## src/rtl/alu_pkg.sv

```systemverilog
// alu_pkg: shared definitions for the sequential ALU (alu_seq) and its
// serial shift unit.
//   - 4-bit function codes ALU_ADD..ALU_PASS (opcode[3:0])
//   - bit positions of the {Z,C,S,P,V} flags in the 5-bit flag word
//   - FSM state encoding IDLE / SHIFT / DONE
//   - isShiftOp(): identifies the serial shift/rotate functions
package alu_pkg;

  localparam logic [3:0] ALU_ADD  = 4'd0;
  localparam logic [3:0] ALU_ADC  = 4'd1;
  localparam logic [3:0] ALU_SUB  = 4'd2;
  localparam logic [3:0] ALU_SBC  = 4'd3;
  localparam logic [3:0] ALU_AND  = 4'd4;
  localparam logic [3:0] ALU_OR   = 4'd5;
  localparam logic [3:0] ALU_XOR  = 4'd6;
  localparam logic [3:0] ALU_XNOR = 4'd7;
  localparam logic [3:0] ALU_SLL  = 4'd8;
  localparam logic [3:0] ALU_SRL  = 4'd9;
  localparam logic [3:0] ALU_SRA  = 4'd10;
  localparam logic [3:0] ALU_ROL  = 4'd11;
  localparam logic [3:0] ALU_ROR  = 4'd12;
  localparam logic [3:0] ALU_RLC  = 4'd13;
  localparam logic [3:0] ALU_RRC  = 4'd14;
  localparam logic [3:0] ALU_PASS = 4'd15;

  localparam int FLG_Z = 4;
  localparam int FLG_C = 3;
  localparam int FLG_S = 2;
  localparam int FLG_P = 1;
  localparam int FLG_V = 0;

  localparam logic [1:0] IDLE  = 2'd0;
  localparam logic [1:0] SHIFT = 2'd1;
  localparam logic [1:0] DONE  = 2'd2;

  // Shift and rotate functions occupy the contiguous code range SLL..RRC.
  function automatic logic isShiftOp(input logic [3:0] func);
    return (func >= ALU_SLL) && (func <= ALU_RRC);
  endfunction

endpackage

```

## src/rtl/alu_shift_unit.sv

```systemverilog
// alu_shift_unit: serial shifter/rotator taking one bit step per cycle.
// Ports:
//   clk, rst   clock and synchronous active-high reset
//   start      load data/cin/mode and the step count k (k must be >= 1)
//   mode       function code ALU_SLL..ALU_RRC selecting the step type
//   k          number of single-bit steps to perform
//   cin        initial carry; seeds the {C,A} ring for RLC/RRC
//   data       value to be shifted, captured on start
//   done       high in the cycle whose step is the final one
//   result     data value after the current cycle's step
//   carry      carry bit after the current cycle's step
module alu_shift_unit
  import alu_pkg::*;
#(
  parameter int DATA_W = 32,
  parameter int SHW    = $clog2(DATA_W)
) (
  input  logic              clk,
  input  logic              rst,
  input  logic              start,
  input  logic [3:0]        mode,
  input  logic [SHW-1:0]    k,
  input  logic              cin,
  input  logic [DATA_W-1:0] data,
  output logic              done,
  output logic [DATA_W-1:0] result,
  output logic              carry
);

  logic [DATA_W-1:0] data_q;
  logic              carry_q;
  logic [SHW-1:0]    cnt_q;
  logic [3:0]        mode_q;
  logic [DATA_W-1:0] stepData;
  logic              stepCarry;

  // One bit step of the selected shift/rotate. RLC/RRC feed the carry into
  // the vacated bit so the ring is DATA_W+1 bits wide; every other mode
  // just records the bit that falls off the end.
  always_comb begin
    stepData  = data_q;
    stepCarry = carry_q;
    case (mode_q)
      ALU_SLL: begin
        stepData  = {data_q[DATA_W-2:0], 1'b0};
        stepCarry = data_q[DATA_W-1];
      end
      ALU_SRL: begin
        stepData  = {1'b0, data_q[DATA_W-1:1]};
        stepCarry = data_q[0];
      end
      ALU_SRA: begin
        stepData  = {data_q[DATA_W-1], data_q[DATA_W-1:1]};
        stepCarry = data_q[0];
      end
      ALU_ROL: begin
        stepData  = {data_q[DATA_W-2:0], data_q[DATA_W-1]};
        stepCarry = data_q[DATA_W-1];
      end
      ALU_ROR: begin
        stepData  = {data_q[0], data_q[DATA_W-1:1]};
        stepCarry = data_q[0];
      end
      ALU_RLC: begin
        stepData  = {data_q[DATA_W-2:0], carry_q};
        stepCarry = data_q[DATA_W-1];
      end
      ALU_RRC: begin
        stepData  = {carry_q, data_q[DATA_W-1:1]};
        stepCarry = data_q[0];
      end
      default: begin
        stepData  = data_q;
        stepCarry = carry_q;
      end
    endcase
  end

  assign result = stepData;
  assign carry  = stepCarry;
  assign done   = (cnt_q == SHW'(1));

  // Load on start, then step and count down until the counter empties.
  // The top samples result/carry in the cycle where done is high.
  always_ff @(posedge clk) begin
    if (rst) begin
      data_q  <= '0;
      carry_q <= 1'b0;
      cnt_q   <= '0;
      mode_q  <= ALU_ADD;
    end else if (start) begin
      data_q  <= data;
      carry_q <= cin;
      cnt_q   <= k;
      mode_q  <= mode;
    end else if (cnt_q != '0) begin
      data_q  <= stepData;
      carry_q <= stepCarry;
      cnt_q   <= cnt_q - SHW'(1);
    end
  end

endmodule

```

## src/rtl/alu_seq.sv

```systemverilog
// alu_seq: sequential ALU with valid/ready handshakes, registered result
// and {Z,C,S,P,V} flags, and a serial multi-cycle shift/rotate path.
// Ports:
//   clkout, rst          clock and synchronous active-high reset
//   in_valid, in_ready   operation request handshake
//   opcode               [4] selects X (1 = val, 0 = B), [3:0] function
//   A, B, val, cin       operands and carry in, captured at acceptance
//   out_valid, out_ready result handshake
//   result, flags        registered result and {Z,C,S,P,V}
module alu_seq
  import alu_pkg::*;
#(
  parameter int DATA_W = 32,
  parameter int SHW    = $clog2(DATA_W)
) (
  input  logic              clkout,
  input  logic              rst,
  input  logic              in_valid,
  output logic              in_ready,
  input  logic [4:0]        opcode,
  input  logic [DATA_W-1:0] A,
  input  logic [DATA_W-1:0] B,
  input  logic [DATA_W-1:0] val,
  input  logic              cin,
  output logic              out_valid,
  input  logic              out_ready,
  output logic [DATA_W-1:0] result,
  output logic [4:0]        flags
);

  logic [1:0]        state_q, state_d;
  logic [DATA_W-1:0] result_q, result_d;
  logic [4:0]        flags_q, flags_d;

  logic [3:0]        func;
  logic [DATA_W-1:0] opX;
  logic [SHW-1:0]    shAmt;
  logic              accept;
  logic              shiftNow;
  logic              shStart;
  logic              shDone;
  logic [DATA_W-1:0] shRes;
  logic              shCarry;
  logic [DATA_W:0]   arith;
  logic [DATA_W-1:0] aluRes;
  logic              aluC;
  logic              aluV;
  logic [4:0]        aluFlags;
  logic [4:0]        shFlags;

  assign func     = opcode[3:0];
  assign opX      = opcode[4] ? val : B;
  assign shAmt    = opX[SHW-1:0];
  assign shiftNow = isShiftOp(func) && (shAmt != '0);

  assign in_ready  = !rst && ((state_q == IDLE) || ((state_q == DONE) && out_ready));
  assign accept    = in_valid && in_ready;
  assign out_valid = (state_q == DONE);
  assign result    = result_q;
  assign flags     = flags_q;

  alu_shift_unit #(
    .DATA_W(DATA_W),
    .SHW   (SHW)
  ) u_shift (
    .clk   (clkout),
    .rst   (rst),
    .start (shStart),
    .mode  (func),
    .k     (shAmt),
    .cin   (cin),
    .data  (A),
    .done  (shDone),
    .result(shRes),
    .carry (shCarry)
  );

  // Single-cycle datapath. Arithmetic runs at DATA_W+1 bits so the top bit
  // is the carry for additions and the borrow for subtractions. Shift codes
  // only reach this path with a zero amount, where the result is A and only
  // the through-carry rotates pass cin on to C.
  always_comb begin
    arith  = '0;
    aluRes = A;
    aluC   = 1'b0;
    aluV   = 1'b0;
    case (func)
      ALU_ADD, ALU_ADC: begin
        arith  = {1'b0, A} + {1'b0, opX}
                 + ((func == ALU_ADC) ? {{DATA_W{1'b0}}, cin} : '0);
        aluRes = arith[DATA_W-1:0];
        aluC   = arith[DATA_W];
        aluV   = (A[DATA_W-1] == opX[DATA_W-1]) && (aluRes[DATA_W-1] != A[DATA_W-1]);
      end
      ALU_SUB, ALU_SBC: begin
        arith  = {1'b0, A} - {1'b0, opX}
                 - ((func == ALU_SBC) ? {{DATA_W{1'b0}}, cin} : '0);
        aluRes = arith[DATA_W-1:0];
        aluC   = arith[DATA_W];
        aluV   = (A[DATA_W-1] != opX[DATA_W-1]) && (aluRes[DATA_W-1] != A[DATA_W-1]);
      end
      ALU_AND:  aluRes = A & opX;
      ALU_OR:   aluRes = A | opX;
      ALU_XOR:  aluRes = A ^ opX;
      ALU_XNOR: aluRes = ~(A ^ opX);
      ALU_PASS: aluRes = opX;
      ALU_RLC, ALU_RRC: begin
        aluRes = A;
        aluC   = cin;
      end
      default: begin
        aluRes = A;
        aluC   = 1'b0;
      end
    endcase
  end

  // Flag words for the two ways a result can be completed.
  always_comb begin
    aluFlags        = '0;
    aluFlags[FLG_Z] = (aluRes == '0);
    aluFlags[FLG_C] = aluC;
    aluFlags[FLG_S] = aluRes[DATA_W-1];
    aluFlags[FLG_P] = ^aluRes;
    aluFlags[FLG_V] = aluV;
    shFlags         = '0;
    shFlags[FLG_Z]  = (shRes == '0);
    shFlags[FLG_C]  = shCarry;
    shFlags[FLG_S]  = shRes[DATA_W-1];
    shFlags[FLG_P]  = ^shRes;
    shFlags[FLG_V]  = 1'b0;
  end

  // Control FSM. A new operation may be accepted from IDLE or from DONE in
  // the same cycle the previous result is taken, which keeps single-cycle
  // ops flowing at one per cycle. result/flags only change when an op
  // completes, so they hold the last completed op during SHIFT.
  always_comb begin
    state_d  = state_q;
    result_d = result_q;
    flags_d  = flags_q;
    shStart  = 1'b0;
    case (state_q)
      IDLE, DONE: begin
        if (accept) begin
          if (shiftNow) begin
            state_d = SHIFT;
            shStart = 1'b1;
          end else begin
            state_d  = DONE;
            result_d = aluRes;
            flags_d  = aluFlags;
          end
        end else if ((state_q == DONE) && out_ready) begin
          state_d = IDLE;
        end
      end
      SHIFT: begin
        if (shDone) begin
          state_d  = DONE;
          result_d = shRes;
          flags_d  = shFlags;
        end
      end
      default: state_d = IDLE;
    endcase
  end

  // State and output registers; reset abandons any op in flight.
  always_ff @(posedge clkout) begin
    if (rst) begin
      state_q  <= IDLE;
      result_q <= '0;
      flags_q  <= '0;
    end else begin
      state_q  <= state_d;
      result_q <= result_d;
      flags_q  <= flags_d;
    end
  end

endmodule
```

## config.mk

```make
export PLATFORM = sky130hd
export DESIGN_NAME = alu_seq
export DESIGN_NICKNAME = d
export VERILOG_FILES = /design/src/rtl/alu_pkg.sv /design/src/rtl/alu_shift_unit.sv /design/src/rtl/alu_seq.sv
export SDC_FILE = /design/constraint.sdc
export NUM_CORES = 1
export LEC_CHECK = 0
export CORE_MARGIN = 2
export CORE_UTILIZATION = 34
export CTS_BUF_LIST = sky130_fd_sc_hd__clkbuf_16
export CTS_CLUSTER_DIAMETER = 100
export DETAILED_ROUTE_END_ITERATION = 8
export PLACE_DENSITY = 0.63
export SLEW_MARGIN = 20
export SYNTH_ARGS = -nofsm -noshare
export SYNTH_HDL_FRONTEND = slang
export SYNTH_SLANG_ARGS = --single-unit
```

## constraint.sdc

```tcl
create_clock -name clkout -period 17.1 [get_ports clkout]
set_input_delay 1.71 -clock clkout [delete_from_list [all_inputs] [get_ports clkout]]
set_output_delay 1.71 -clock clkout [all_outputs]
set_load 0.1 [all_outputs]
```

==> flow_summary.ini <==
[critical_path]
cp.arrival_ns = 7.76
cp-start-kind = input pin
critPathTopFamily = adder cells
path_cells = clkdlybuf4s50_1, nor2_2, nand4_1, fa_1, inv_1, ha_1, or2_2, fa_1, o211ai_1, a21oi_1, or3_1, a21oi_4, o311ai_1, a21oi_1, xnor2_1, a22oi_1, ha_1, xnor2_1, xnor2_1, xnor2_1, xnor2_1, o211ai_1, a21oi_1
path_common_cell = xnor2_1
max_stage_delay_ns = 0.71
cp_slowest_cell = clkdlybuf4s50_1
path_buf_inv = 2
path_class = in2reg
worstSetupEndpointType = register
cp_max_fo = 13
cp.required_ns = 17.29

[placement]
gp_congestion = 0.941
io_buffers = 144
dp_hpwl_um = 34500
dp_slack_ns = 9.28

[clock_tree]
post_cts_buffers = 0
cts_resized = 0
htreeDepth = 3
clockRootBuffer = clkbuf_16
clock_latency_ns = 0.35
cts.sink_count = 80
cts.path.max_buffers = 2
numCtsBuffers = 9
cts_tree = built
clkSlewWorstSetupHoldPaths_ns = 0.07
holdBufCountCts = 0

[global_route]
grt_start_max_net_pins = 81
grt_pass1_wl_um = 68000
grt_antenna_before_repair = 0
grt_usage = 0.244
first_global_vias = 11744
grt_overflow = 0

[job]
drv_cap = 0

[synthesis]
ys_types = 87
synth_ff_type = dfxtp_1
synth_edf_count = 0
ys_ff_latch = 80
async_flop_share = 0
synth_fp_nets = 1873
seq_area_frac_synth = 0.138
syn_inst = 1602
syn_avg_cell_area_sq_um = 7.26
synth_area_sq_um = 11600
synth_warnings = 0

[timing]
slew_violations = 0
finalSetupViolations = 0
max_freq_mhz = 132
maxSlewHeadroom = 0.217
finalClockSkew_ns = 0.0132
period_minus_slack_ns = 7.57
period_share = 0.443
timing_hold_violations_final = 0
tightest_slew_ns = 1.17
setup_ws_ns = 9.53
rsz0062_at_grt = no
fin_setup_tns_ns = 0

[route]
vias = 12657
routed_wl_um = 45200
ant_nets = 0
firstDrtPassIters = 7
drtIter0Drc = 1285
drc = 0
wire_per_inst_um = 21.3
vias_per_cell = 5.96

[floorplan]
boundaryPins = 145
die_w_um = 189
initial_core_util = 0.346
rows = 67
dieArea_sq_um = 35700
die_h_um = 189
core_area_sq_um = 33600

[min_path]
hold_path_class = reg2reg

[power_and_ir_drop]
ir_worst_vdd_v = 0.000113
powerDensity_nw_per_um2 = 114
leakage_nw = 5.61

[layout]
multi_input_area_sq_um = 9170
fillers = 3445
nNetsFinal = 1942
seq_area_sq_um = 1600
area_delta_synth_final_pct = 17.8
n_antenna_cell = 0
drive_gt1_frac = 0.0573

[outcome]
status = finished clean
-- worst min-delay path, stage by stage (launching register included) --
cell and delay [ns]:
dfxtp_1 0.31, nand2_1 0.05, a21oi_1 0.05
-- kinds of logic (layout without fill, tap and decap cells) --
group                      after synthesis  in the layout  synth area share
AOI/OAI and AO/OA                      610            610             0.356
xor gates and xnor gates                65             65            0.0490
adders and majority gates              165            165             0.180
buffers and inverters                  227            300            0.0774
DFF                                     80             80             0.138
muxes                                   40             40            0.0358
and+or+nand+nor                        415            415             0.164
-- worst paths after layout --
path / start / endpoint / slack [ns] / cells past startpoint
max: opcode[3] / flags[1]$_SDFFE_PP0P_ / 9.53 / 23
min: result[25]$_SDFFE_PP0P_ / result[25]$_SDFFE_PP0P_ / 0.45 / 2
max reg2reg: u_shift.mode_q[0]$_SDFFE_PP0P_ / flags[1]$_SDFFE_PP0P_ / 13.36 / 13
min reg2reg: result[25]$_SDFFE_PP0P_ / result[25]$_SDFFE_PP0P_ / 0.45 / 2
-- layout by cell type (no fill, tap or decap), drive strengths merged, types with 24 or more instances in the layout --
cell,n
a22o,32
ha,161
a21o,33
o21ai,109
mux2i,27
xnor2,49
o221ai,25
nor2,167
dfxtp,80
a21oi,183
a211oi,57
inv,122
nor3,30
nand2,97
nand4,24
o22ai,30
o211ai,27
clkdlybuf4s50,142
-- layout make-up --
type                    instances  area share
repair buffers                164       0.115
clock buffers                   9      0.0164
inverters                     121      0.0332
flip-flops and latches         80       0.117
multi-input cells            1295       0.669
well taps                     448      0.0409
clock inverters                 6     0.00785
-- routing by layer --
metal,track usage,wire [um],up-vias,share of wire
met5,0,0,-,0
li1,-,-,6000,-
met1,0.319,19200,5961,0.42
met3,0.0341,3290,111,0.073
met4,0.124,2570,0,0.057
met2,0.392,20200,585,0.45
-- state kept, by name, indices dropped and copies added (netlist names) --
signal,cells
flags,5
result,31
state_q,2
u_shift.carry_q,1
u_shift.cnt_q,5
u_shift.data_q,32
u_shift.mode_q,4
-- metrics by stage --
| step | std cells | hold slack (ns) | util | instance area [sq um] | power (mW) |
|---|---|---|---|---|---|
| 6_report | 2123 | 0.452 | 0.408 | 13700 | 1.56 |
| 5_1_grt | 2123 | 0.479 | 0.408 | 13700 | 1.68 |
| 4_1_cts | 2123 | 0.456 | 0.408 | 13700 | 1.55 |
| 3_5_place_dp | 2108 | 0.447 | 0.398 | 13400 | 1.32 |
| 3_3_place_gp | 2108 | 0.441 | 0.398 | 13400 | 1.32 |
| 2_1_floorplan | 1602 | 0.504 | - | 11600 | 1.08 |
-- cell usage after synthesis, drive strengths merged (30+ instances only) --
master    n  area, sq um
nand2    97          364
a21oi   183          946
o22ai    30          194
inv     121          454
a211oi   57          443
nor3     30          150
xnor2    49          429
nor2    167          637
clkbuf   80          300
o21ai   109          564
a21o     33          248
a22o     32          280
dfxtp    80         1600
ha      161         2010
-- power by group --
| part | switching, mW | leakage [nW] | internal, mW |
|---|---|---|---|
| sequential | 0.0590 | 0.657 | 0.239 |
| combinational | 0.612 | 4.79 | 0.433 |
| clock | 0.0801 | 0.163 | 0.142 |
| total | 0.751 | 5.61 | 0.813 |
Power figures use the tool's default switching activity.
